### config.mk
export PLATFORM = sky130hd
export DESIGN_NAME = aes_block_sequencer
export DESIGN_NICKNAME = d
export VERILOG_FILES = /design/src/rtl/aes_block_sequencer.sv
export SDC_FILE = /design/constraint.sdc
export NUM_CORES = 1
export LEC_CHECK = 0
export CORE_AREA = 2 2 368 370
export DETAILED_ROUTE_END_ITERATION = 6
export DIE_AREA = 0 0 370 372
export REMOVE_ABC_BUFFERS = 1
export SYNTH_ARGS = -nofsm -noshare
export SYNTH_HDL_FRONTEND = slang
export SYNTH_SLANG_ARGS = --single-unit
### constraint.sdc
create_clock -name clk_i -period 2.2 [get_ports clk_i]
set_input_delay 0.33 -clock clk_i [delete_from_list [all_inputs] [get_ports clk_i]]
set_output_delay 0.33 -clock clk_i [all_outputs]
set_load 0.1 [all_outputs]
### src/rtl/aes_block_sequencer.sv
// Job-level sequencer for a shared AES-128 core: key once per job, one block at a time, CBC chaining.
// Build option: define AES_SEQ_CBC_EN for CBC; leave it undefined for ECB (no chain register).
module aes_block_sequencer #(
    parameter int unsigned  CNT_W      = 16,
    parameter logic [127:0] IV_DEFAULT = 128'h000102030405060708090a0b0c0d0e0f
) (
    input  logic             clk_i,
    input  logic             rst_i,
    input  logic             clear_i,
    input  logic             start_i,
    input  logic [CNT_W-1:0] len_i,
    input  logic             iv_load_i,
    input  logic [127:0]     iv_i,
    input  logic             word_valid_i,
    output logic             word_ready_o,
    input  logic [127:0]     word_i,
    input  logic             key_valid_i,
    output logic             key_ready_o,
    input  logic [127:0]     key_i,
    output logic             aes_ld_o,
    output logic [127:0]     aes_text_o,
    output logic [127:0]     aes_key_o,
    input  logic             aes_done_i,
    input  logic [127:0]     aes_out_i,
    output logic             out_valid_o,
    input  logic             out_ready_i,
    output logic [127:0]     out_data_o,
    output logic             busy_o,
    output logic             done_o,
    output logic [CNT_W-1:0] cnt_o,
    output logic             err_o,
    output logic [2:0]       dbg_state_o
);

    // Handshakes: a transfer happens on a rising edge where valid and ready are both high.
    // A source holds valid and data stable until that transfer; ready never looks at the same
    // interface's valid (word_ready may look at key_valid so key and block 0 can move together).
    typedef enum logic [2:0] {
        S_IDLE  = 3'd0,
        S_FETCH = 3'd1,
        S_LOAD  = 3'd2,
        S_RUN   = 3'd3,
        S_DRAIN = 3'd4
    } state_t;

    state_t             r_state;
    logic [CNT_W-1:0]   r_len;
    logic [CNT_W-1:0]   r_cnt;
    logic [127:0]       r_key;
    logic               r_key_valid;
    logic [127:0]       r_aes_text;
    logic [127:0]       r_aes_key;
    logic               r_aes_ld;
    logic [127:0]       r_out_data;
    logic               r_out_valid;
    logic               r_done;
    logic               r_err;

    logic [127:0]       w_chain;
    logic               w_key_hs;
    logic               w_word_hs;
    logic [CNT_W-1:0]   w_cnt_next;

`ifdef AES_SEQ_CBC_EN
    logic [127:0]       r_chain;

    always_ff @(posedge clk_i) begin
        if (rst_i || clear_i) begin
            r_chain <= IV_DEFAULT;
        end else if (r_state == S_IDLE && start_i && iv_load_i) begin
            r_chain <= iv_i;
        end else if (r_state == S_RUN && aes_done_i) begin
            r_chain <= aes_out_i;
        end
    end

    assign w_chain = r_chain;
`else
    logic w_unused;
    assign w_unused = ^{iv_load_i, iv_i, IV_DEFAULT};
    assign w_chain  = '0;
`endif

    // Key is requested only while no key is held, i.e. for block 0 of each job.
    assign key_ready_o  = (r_state == S_FETCH) && !r_key_valid;
    assign word_ready_o = (r_state == S_FETCH) && (r_key_valid || key_valid_i);
    assign w_key_hs     = key_ready_o && key_valid_i;
    assign w_word_hs    = word_ready_o && word_valid_i;
    assign w_cnt_next   = r_cnt + 1'b1;

    always_ff @(posedge clk_i) begin
        if (rst_i || clear_i) begin
            r_state     <= S_IDLE;
            r_len       <= '0;
            r_cnt       <= '0;
            r_key       <= '0;
            r_key_valid <= 1'b0;
            r_aes_text  <= '0;
            r_aes_key   <= '0;
            r_aes_ld    <= 1'b0;
            r_out_data  <= '0;
            r_out_valid <= 1'b0;
            r_done      <= 1'b0;
            r_err       <= 1'b0;
        end else begin
            r_aes_ld <= 1'b0;
            r_done   <= 1'b0;
            if (aes_done_i && r_state != S_RUN) begin
                r_err <= 1'b1;
            end
            if (w_key_hs) begin
                r_key       <= key_i;
                r_key_valid <= 1'b1;
            end
            case (r_state)
                S_IDLE: begin
                    if (start_i) begin
                        r_len       <= len_i;
                        r_cnt       <= '0;
                        r_key_valid <= 1'b0;
                        if (len_i == '0) begin
                            r_done <= 1'b1;
                        end else begin
                            r_state <= S_FETCH;
                        end
                    end
                end
                S_FETCH: begin
                    if (w_word_hs) begin
                        r_aes_text <= word_i ^ w_chain;
                        r_aes_key  <= r_key_valid ? r_key : key_i;
                        r_aes_ld   <= 1'b1;
                        r_state    <= S_LOAD;
                    end
                end
                S_LOAD: begin
                    r_state <= S_RUN;
                end
                S_RUN: begin
                    if (aes_done_i) begin
                        r_out_data  <= aes_out_i;
                        r_out_valid <= 1'b1;
                        r_state     <= S_DRAIN;
                    end
                end
                S_DRAIN: begin
                    if (out_ready_i) begin
                        r_out_valid <= 1'b0;
                        r_cnt       <= w_cnt_next;
                        if (w_cnt_next == r_len) begin
                            r_state <= S_IDLE;
                            r_done  <= 1'b1;
                        end else begin
                            r_state <= S_FETCH;
                        end
                    end
                end
                default: begin
                    r_state <= S_IDLE;
                end
            endcase
        end
    end

    assign aes_ld_o    = r_aes_ld;
    assign aes_text_o  = r_aes_text;
    assign aes_key_o   = r_aes_key;
    assign out_valid_o = r_out_valid;
    assign out_data_o  = r_out_data;
    assign busy_o      = (r_state != S_IDLE);
    assign done_o      = r_done;
    assign cnt_o       = r_cnt;
    assign err_o       = r_err;
    assign dbg_state_o = r_state;

endmodule

==> results of run 1 <==
final cells by class:
type	count	area, um2
clock inverters	23	325
flip-flops and latches	552	11100
inverters	4	15.0
repair buffers	953	8720
multi-input cells	1778	9030
fillers	14600	101000
clock buffers	96	1950
well taps	1781	2230
diodes	7	17.5
per-stage QoR:
step                setup slack [ps]  instances  hold slack (ps)  TNS [ps]  power [mW]
floorplan                     -15800       2334              436  -5552340        12.0
global placement                -243       5067              439      -331        13.4
detailed placement              -217       5067              444      -290        13.5
CTS                             -129       5186              136      -144        25.3
global route                    -215       5191              174      -401        25.8
finish                          -118       5194              227      -191        24.8
cell usage after synthesis (all sizes together), types with 8 or more instances:
| master | number |
|---|---|
| a211oi | 128 |
| a21oi | 423 |
| buf | 11 |
| clkbuf | 193 |
| dfxtp | 552 |
| mux2i | 128 |
| nand2 | 813 |
| nand3 | 11 |
| nor2 | 158 |
| nor3 | 8 |
| nor4 | 11 |
| o21ai | 18 |
| xnor2 | 13 |
registers in the layout, indices dropped and copies added (netlist names):
register / count
r_key_valid: 1
aes_ld_o: 1
aes_text_o: 128
out_valid_o: 1
cnt_o: 16
done_o: 1
aes_key_o: 128
out_data_o: 128
err_o: 1
r_len: 16
r_key: 128
dbg_state_o: 3
worst reg2reg max path: stages, from the launching register on:
cell and delay (ps):
dfxtp_2 360, ha_4 160, nand3_4 80, or3_4 350, or4b_4 490, a21oi_2 160
o2111ai_2 150, o32a_1 350, nor4_2 120
per-layer routing:
metal,vias to the layer above,wire length [um]
li1,10200,-
met1,9507,34800
met2,695,42500
met3,131,8800
met4,18,2790
met5,-,105
worst min-delay path by stage:
stage / end / slack [ps]
finish: aes_text_o[96] / 230
global route: aes_text_o[49] / 170
CTS: aes_text_o[96] / 140
detailed placement: r_key[15] / 440
global placement: r_key[108] / 440
floorplan: r_key[0] / 440
cells in the final DEF, fill, tap and decap left out, types with 7 or more instances in the layout:
cell type and instances:
nand2_1 812, dfxtp_1 549, buf_4 502, a21oi_1 422
clkdlybuf4s50_1 407, nor2_1 156, mux2i_1 128, a211oi_1 128
clkbuf_16 70, buf_12 44, o21ai_0 17, clkbuf_1 16
xnor2_1 13, clkbuf_8 10, nor3_1 8, nand3_1 8
nor4_1 8, clkinv_2 8, diode_2 7
report_power, final:
part | switching (mW) | internal (mW) | total (mW)
combinational | 1.77 | 1.23 | 3.00
sequential | 0.0823 | 10.1 | 10.2
clock | 4.71 | 6.83 | 11.5
cell families (layout without fill, tap and decap cells):
family / Yosys count / in the layout / share of synthesized area (%)
AND/OR/NAND/NOR: 1040 / 1040 / 19.9
AO/OA/AOI/OAI: 591 / 591 / 16.2
flip-flops: 552 / 552 / 53.2
buffers and inverters: 208 / 1076 / 3.78
multiplexers: 128 / 128 / 6.17
XOR/XNOR: 18 / 18 / 0.759
adder cells (fa/ha/maj): 1 / 1 / 0.0602
other: 0 / 7 / 0
repair_timing:
action / in CTS / in global routing
resized for setup: 13 / 3
buffers inserted: 0 / 1
pin swaps: 4 / 2
setup endpoints to repair: 5 / 4
==> results.cfg, run 1 <==
[outcome]
status = finished, violations left
violations = negative setup slack

[floorplan]
dieArea_mm2 = 0.138
die_y_um = 372
ios = 947
row_count = 135
core_area_mm2 = 0.134
die_x_um = 370
start_util_pct = 15.5

[clock_tree]
cts.clk_slew.worst_paths_ps = 60
cts_tree = yes
numCtsBuffers = 69
clock_tree.buffer_depth = 3
postCtsHoldBufs = 0
clock-sinks = 552
clk_latency_ps = 650
cts_root_buffer = clkbuf_16
htreeDepth = 3

[synthesis]
synth_cells = 2538
synth_cell_types = 55
ys_seq_elements = 552
synth_area_leader_cell = dfxtp_1
synth_top_area_share_pct = 53.2
netlist_area_mm2 = 0.0208
synth-edff-count = 0
ys_warn_count = 0
synth.area.top_cells = dfxtp_1 53%, nand2_1 15%, a21oi_1 10%
synthFlopType = dfxtp_1
seq_area_frac_synth_pct = 53.2
async_reset_ff_share_pct = 0
syn_avg_cell_area_um2 = 8.18

[layout]
final_net_count = 3896
area_growth_pct = 60.5
drive_above_1_share_pct = 19.8
stdcell_area_mm2 = 0.0333
fin_util_pct = 24.8

[timing]
fin_ws_ps = -118
slew_headroom_pct = 56.8
rsz0062_at_grt = yes
finalHoldViolations = 0
final.min_clock_period_ps = 2320
fin_crit_sh_pct = 105
worstMarginPinSlew_ps = 646
fmaxAchievable_ghz = 0.431
fin_skew_ps = 35.4
setup_viol = 2
slew_violations = 0

[setup_path]
slowest_stage = or4b_4
path_delay_family = simple AND/OR/NAND/NOR gates
reg2reg_from = cnt_o[1]
endpoint = done_o
end_kind = register
setup.worst_path.start_class = register
criticalPathCategory = reg -> reg
r2r_end = done_o
reg2reg_setup_slack_ps = -120
path_depth = 8
rr_worst_depth = 8
cp.required_ps = 2730
cp_cell_sequence = ha_4, nand3_4, or3_4, or4b_4, a21oi_2, o2111ai_2, o32a_1, nor4_2
path_max_fanout = 3
max_stage_delay_ps = 490
cp_num_buf_inv = 0
crit_arrival_ps = 2850
worstSetupStartpoint = cnt_o[1]

[grt]
antenna_found_initial = 21
grt.total_usage_pct = 12.1
gr-usage-met2_pct = 20.4
grt_pass1_wl_um = 125000
gr-total-overflow = 0
grt_pass1_vias = 19200
top_usage_layer = met2
met1_usage_pct = 13.4
grt_max_degree = 58
met3_usage_pct = 5.27

[power]
p_leak_nw = 11.6
ir_worst_vdd_v = 0.000563
power_density_mw_per_mm2 = 743

[detailed_routing]
wl_per_cell_um = 17.1
drt_iter0_drc = 985
ant_nets = 0
num_vias = 20500
drc = 0
via_per_inst = 3.95
finalWirelength_um = 89000
dr.pass1.iters = 5

[hold_path]
min_path_type = in -> reg
min_path_cells = 3
min_from = word_i[96]

[placement]
dp_hpwl_um = 67900
gp_congestion = 0.858
placed_cell_area_mm2 = 0.0310
port_buffers = 817

[job]
drv_cap = 0
Note: power is estimated with default switching activity, not from simulation.
==> run 2, diff against run 1 <==
--- a/config.mk
+++ b/config.mk
@@ -6,6 +6,7 @@
 export NUM_CORES = 1
 export LEC_CHECK = 0
 export CORE_AREA = 2 2 368 370
+export CTS_BUF_LIST = sky130_fd_sc_hd__clkbuf_16
 export DETAILED_ROUTE_END_ITERATION = 6
 export DIE_AREA = 0 0 370 372
 export REMOVE_ABC_BUFFERS = 1
==> run 2 against run 1 <==
Sequential power about the same. Largest power group unchanged. Die area unchanged. Critical endpoint unchanged. The run still ends with negative setup slack left. Critical path depth unchanged. Sequential share of layout area increased by 0.10 points.
==> results.cfg, run 2 (synthesis results as in run 1) <==
[grt]
gr-total-overflow = 0
grt.total_usage_pct = 12.1
grt_max_degree = 58
grt_pass1_wl_um = 125000
grt_pass1_vias = 19300
antenna_found_initial = 22

[detailed_routing]
dr.pass1.iters = 5
wl_per_cell_um = 17.1
ant_nets = 0
via_per_inst = 3.96
drc = 0
finalWirelength_um = 89000
num_vias = 20600
drt_iter0_drc = 1092

[setup_path]
crit_arrival_ps = 2860
max_stage_delay_ps = 490
reg2reg_from = cnt_o[1]
criticalPathCategory = reg -> reg
slowest_stage = or4b_4
end_kind = register
worstSetupStartpoint = cnt_o[1]
setup.worst_path.start_class = register
cp.required_ps = 2730
path_max_fanout = 3
cp_cell_sequence = ha_4, nand3_4, or3_4, or4b_4, a21oi_2, o2111ai_2, o32a_1, nor4_2
reg2reg_setup_slack_ps = -120

[timing]
slew_headroom_pct = 56.2
whs_ps = 227
slew_violations = 0
rsz0062_at_grt = yes
worstMarginPinSlew_ps = 654
fin_skew_ps = 35.1
fmaxAchievable_ghz = 0.431
fin_ws_ps = -122
setup_viol = 2
final.min_clock_period_ps = 2320
finalHoldViolations = 0
fin_crit_sh_pct = 106

[placement]
placed_cell_area_mm2 = 0.0310
dp_hpwl_um = 67900
gp_congestion = 0.858
dp_worst_setup_slack_ps = -217
port_buffers = 817
post-place-cells = 5067

[floorplan]
start_util_pct = 15.5
core_area_mm2 = 0.134
die_y_um = 372
die_x_um = 370
dieArea_mm2 = 0.138
row_count = 135
ios = 947

[layout]
fin_util_pct = 24.8
ff_latch_area_mm2 = 0.0111
stdcell_area_mm2 = 0.0332
drive_above_1_share_pct = 19.6
final_cell_mix = 812 x nand2_1, 549 x dfxtp_1, 502 x buf_4, 422 x a21oi_1, 407 x clkdlybuf4s50_1
multi_input_area_mm2 = 0.00903
final_common_cell = nand2_1
final_net_count = 3896
area_growth_pct = 60.1
fillCellCount = 14600
final_cells = 5194

[job]
drv_cap = 0

[clock_tree]
htreeDepth = 3
numCtsBuffers = 69
clock-sinks = 552
clock_tree.buffer_depth = 3
cts.clk_slew.worst_paths_ps = 60
cts_root_buffer = clkbuf_16
clk_latency_ps = 650
cts_tree = yes

[hold_path]
min_from = word_i[96]
min_path_type = in -> reg

[power]
p_leak_nw = 11.6
power_density_mw_per_mm2 = 732
ir_worst_vdd_v = 0.000551

[outcome]
status = finished, violations left
violations = negative setup slack
## run 2: cell count changes in the layout (fill, tap and decap cells not counted), sizes merged
| cell | change |
|---|---|
| clkinv | +10 |
| inv | +16 |
| clkbuf | -26 |
## run 2: final cells by class
class                   instances  area share (%)
clock inverters                49            1.27
inverters                       4          0.0452
clock buffers                  70            5.27
flip-flops and latches        552            33.3
repair buffers                953            26.2
multi-input cells            1778            27.2
well taps                    1781            6.70
diodes                          7          0.0527
## run 2: routing by layer
metal | GRT usage [%] | vias to the layer above | part of all wire, %
met2 | 20.3 | 702 | 48
met4 | 5.00 | 18 | 3.4
met1 | 13.4 | 9543 | 39
li1 | - | 10200 | -
met5 | 0 | - | 0.12
met3 | 5.29 | 136 | 10
## run 2: what timing repair did
item,in CTS,in global routing
endpoints found under the setup margin,5,4
buffers inserted,0,1
pin swaps,4,2
hold buffers,0,0
resized for setup,13,3
gates cloned,0,0
## run 2: worst max-delay path, delay by kind of cell (launching register included)
family          cells  cell delay, ps
compound gates      3             670
simple gates        4            1030
fa+ha+maj           1             160
flops               1             360
## run 2: worst paths after layout
check              endpoint  depth (start not counted)
min reg2reg       r_key[15]                          2
min          aes_text_o[96]                          3
max                  done_o                          8
max reg2reg          done_o                          8
## run 2: power breakdown
part | leakage [nW] | switching (mW) | internal [mW] | total [mW]
sequential | 4.45 | 0.0823 | 10.1 | 10.2
combinational | 6.07 | 1.77 | 1.23 | 3.00
clock | 1.12 | 4.71 | 6.40 | 11.1
total | 11.6 | 6.56 | 17.8 | 24.3
## run 2: stage by stage
step	TNS [ps]	total power, mW
after global placement	-331	13.4
after detailed placement	-290	13.5
after CTS	-143	24.8
final	-203	24.3
after floorplan	-5552340	12.0
after global routing	-402	25.4
==> run 3, diff against run 2 <==
--- a/config.mk
+++ b/config.mk
@@ -6,10 +6,10 @@
 export NUM_CORES = 1
 export LEC_CHECK = 0
 export CORE_AREA = 2 2 368 370
-export CTS_BUF_LIST = sky130_fd_sc_hd__clkbuf_16
 export DETAILED_ROUTE_END_ITERATION = 6
 export DIE_AREA = 0 0 370 372
 export REMOVE_ABC_BUFFERS = 1
+export SKIP_CTS_REPAIR_TIMING = 1
 export SYNTH_ARGS = -nofsm -noshare
 export SYNTH_HDL_FRONTEND = slang
 export SYNTH_SLANG_ARGS = --single-unit
==> run 3 against run 2 <==
Critical path type unchanged. Clock power up 4%. Final cell count barely moved. Clock skew up 0.69 ps. Core utilization rose by 0.080 points. Via count shrank 0.39%. Largest cell class unchanged. First-iteration DRC count down 1.6%. The flow still finishes with violations (negative setup slack). Non-clock buffer count unchanged. Flip-flop and latch count unchanged. Count of clock-buffer cells in the layout increased by 26. Combinational power barely moved. Global-route usage is essentially flat.
==> results.cfg, run 3 (synthesis results as in run 1) <==
[grt]
grt_pass1_wl_um = 125000
antenna_found_initial = 21
gr-total-overflow = 0
grt_max_degree = 58
grt_pass1_vias = 19200
grt.total_usage_pct = 12.1

[power]
power_frac_clock_pct = 46.6
power_density_mw_per_mm2 = 743
power_frac_seq_pct = 41.3
ir_worst_vdd_v = 0.000563
p_sw_share_pct = 26.5
power_mw = 24.8
internal_power_mw = 18.2
p_leak_nw = 11.6
power.switching_mw = 6.57
power_frac_comb_pct = 12.1

[timing]
finalHoldViolations = 0
fin_skew_ps = 35.8
fin_crit_sh_pct = 109
slew_headroom_pct = 56.7
fin_tns_setup_ps = -259
rsz0062_at_grt = yes
fmaxAchievable_ghz = 0.417
worstMarginPinSlew_ps = 648
final.min_clock_period_ps = 2400
setup_viol = 2
slew_violations = 0
fin_ws_ps = -195
whs_ps = 225

[clock_tree]
cts.clk_slew.worst_paths_ps = 60
cts_root_buffer = clkbuf_16
numCtsBuffers = 69
clk_latency_ps = 650
clock_tree.buffer_depth = 3
clock-sinks = 552
cts_tree = yes
htreeDepth = 3

[setup_path]
path_delay_family = simple AND/OR/NAND/NOR gates
crit_arrival_ps = 2930
criticalPathCategory = reg -> reg
setup.worst_path.start_class = register
slowest_stage = or4b_4
reg2reg_from = cnt_o[1]
reg2reg_setup_slack_ps = -200
rr_worst_depth = 8
path_max_fanout = 3
end_kind = register
r2r_end = done_o
max_stage_delay_ps = 490
cp.required_ps = 2740
cp_cell_sequence = ha_4, nand3_4, or3_4, or4b_4, a21oi_2, o2111ai_2, o32a_1, nor4_2
cp_num_buf_inv = 0

[placement]
placed_cell_area_mm2 = 0.0310
gp_congestion = 0.858
dp_worst_setup_slack_ps = -217
post-place-cells = 5067
port_buffers = 817
dp_hpwl_um = 67900

[detailed_routing]
via_per_inst = 3.95
finalWirelength_um = 89000
drc = 0
wl_per_cell_um = 17.1
ant_nets = 0
drt_iter0_drc = 1074
num_vias = 20500
dr.pass1.iters = 5

[layout]
stdcell_area_mm2 = 0.0333
fin_util_pct = 24.8
drive_above_1_share_pct = 19.9
final_cells = 5193
final_cell_mix = 812 x nand2_1, 548 x dfxtp_1, 502 x buf_4, 422 x a21oi_1, 407 x clkdlybuf4s50_1
final_net_count = 3896
area_growth_pct = 60.6
final_common_cell = nand2_1

[floorplan]
start_util_pct = 15.5
ios = 947
dieArea_mm2 = 0.138
die_y_um = 372
row_count = 135
die_x_um = 370
core_area_mm2 = 0.134

[job]
drv_cap = 0

[hold_path]
min_path_cells = 3
min_to = aes_text_o[96]
min_path_type = in -> reg
min_from = word_i[96]

[outcome]
violations = negative setup slack
status = finished, violations left
run 3: worst register-to-register path: stages, from the launching register on:
cell	delay (ps)
dfxtp_2	360
ha_4	160
nand3_4	80
or3_4	350
or4b_4	490
a21oi_2	160
o2111ai_2	160
o32a_1	410
nor4_2	120
run 3: area by class of cell:
class	instances	area, um2
Antenna cell	6	15.0
Clock buffer	96	1950
Clock inverter	23	325
Inverter	4	15.0
Tap cell	1781	2230
Multi-Input combinational cell	1778	9030
Fill cell	14600	101000
Sequential cell	552	11100
Timing Repair Buffer	953	8720
run 3: power groups by stage:
| stage | Clock [mW] | Sequential, mW | Combinational (mW) |
|---|---|---|---|
| 2_1_floorplan | 0 | 11.0 | 0.987 |
| 5_1_grt | 12.3 | 10.2 | 3.21 |
| 3_3_place_gp | 0 | 10.4 | 3.00 |
| 6_report | 11.5 | 10.2 | 3.00 |
| 3_5_place_dp | 0 | 10.4 | 3.02 |
| 4_1_cts | 12.0 | 10.2 | 3.03 |
run 3: worst max path at each step:
stage                      startpoint      endpoint  slack [ps]  cells past startpoint
after floorplan           r_key_valid  aes_key_o[0]      -15800                      3
after global placement       cnt_o[0]        done_o        -240                      8
after detailed placement     cnt_o[0]        done_o        -220                      8
after CTS                    cnt_o[0]        done_o        -280                      8
after global routing         cnt_o[1]        done_o        -270                      8
final                        cnt_o[1]        done_o        -200                      8
run 3: per-layer routing:
layer  share of wire, %  vias to the layer above  global-route usage [%]
met5               0.12                        -                       0
met4                3.2                       18                    4.73
met3                 10                      135                    5.31
met2                 48                      682                    20.4
met1                 39                     9489                    13.4
li1                   -                    10200                       -
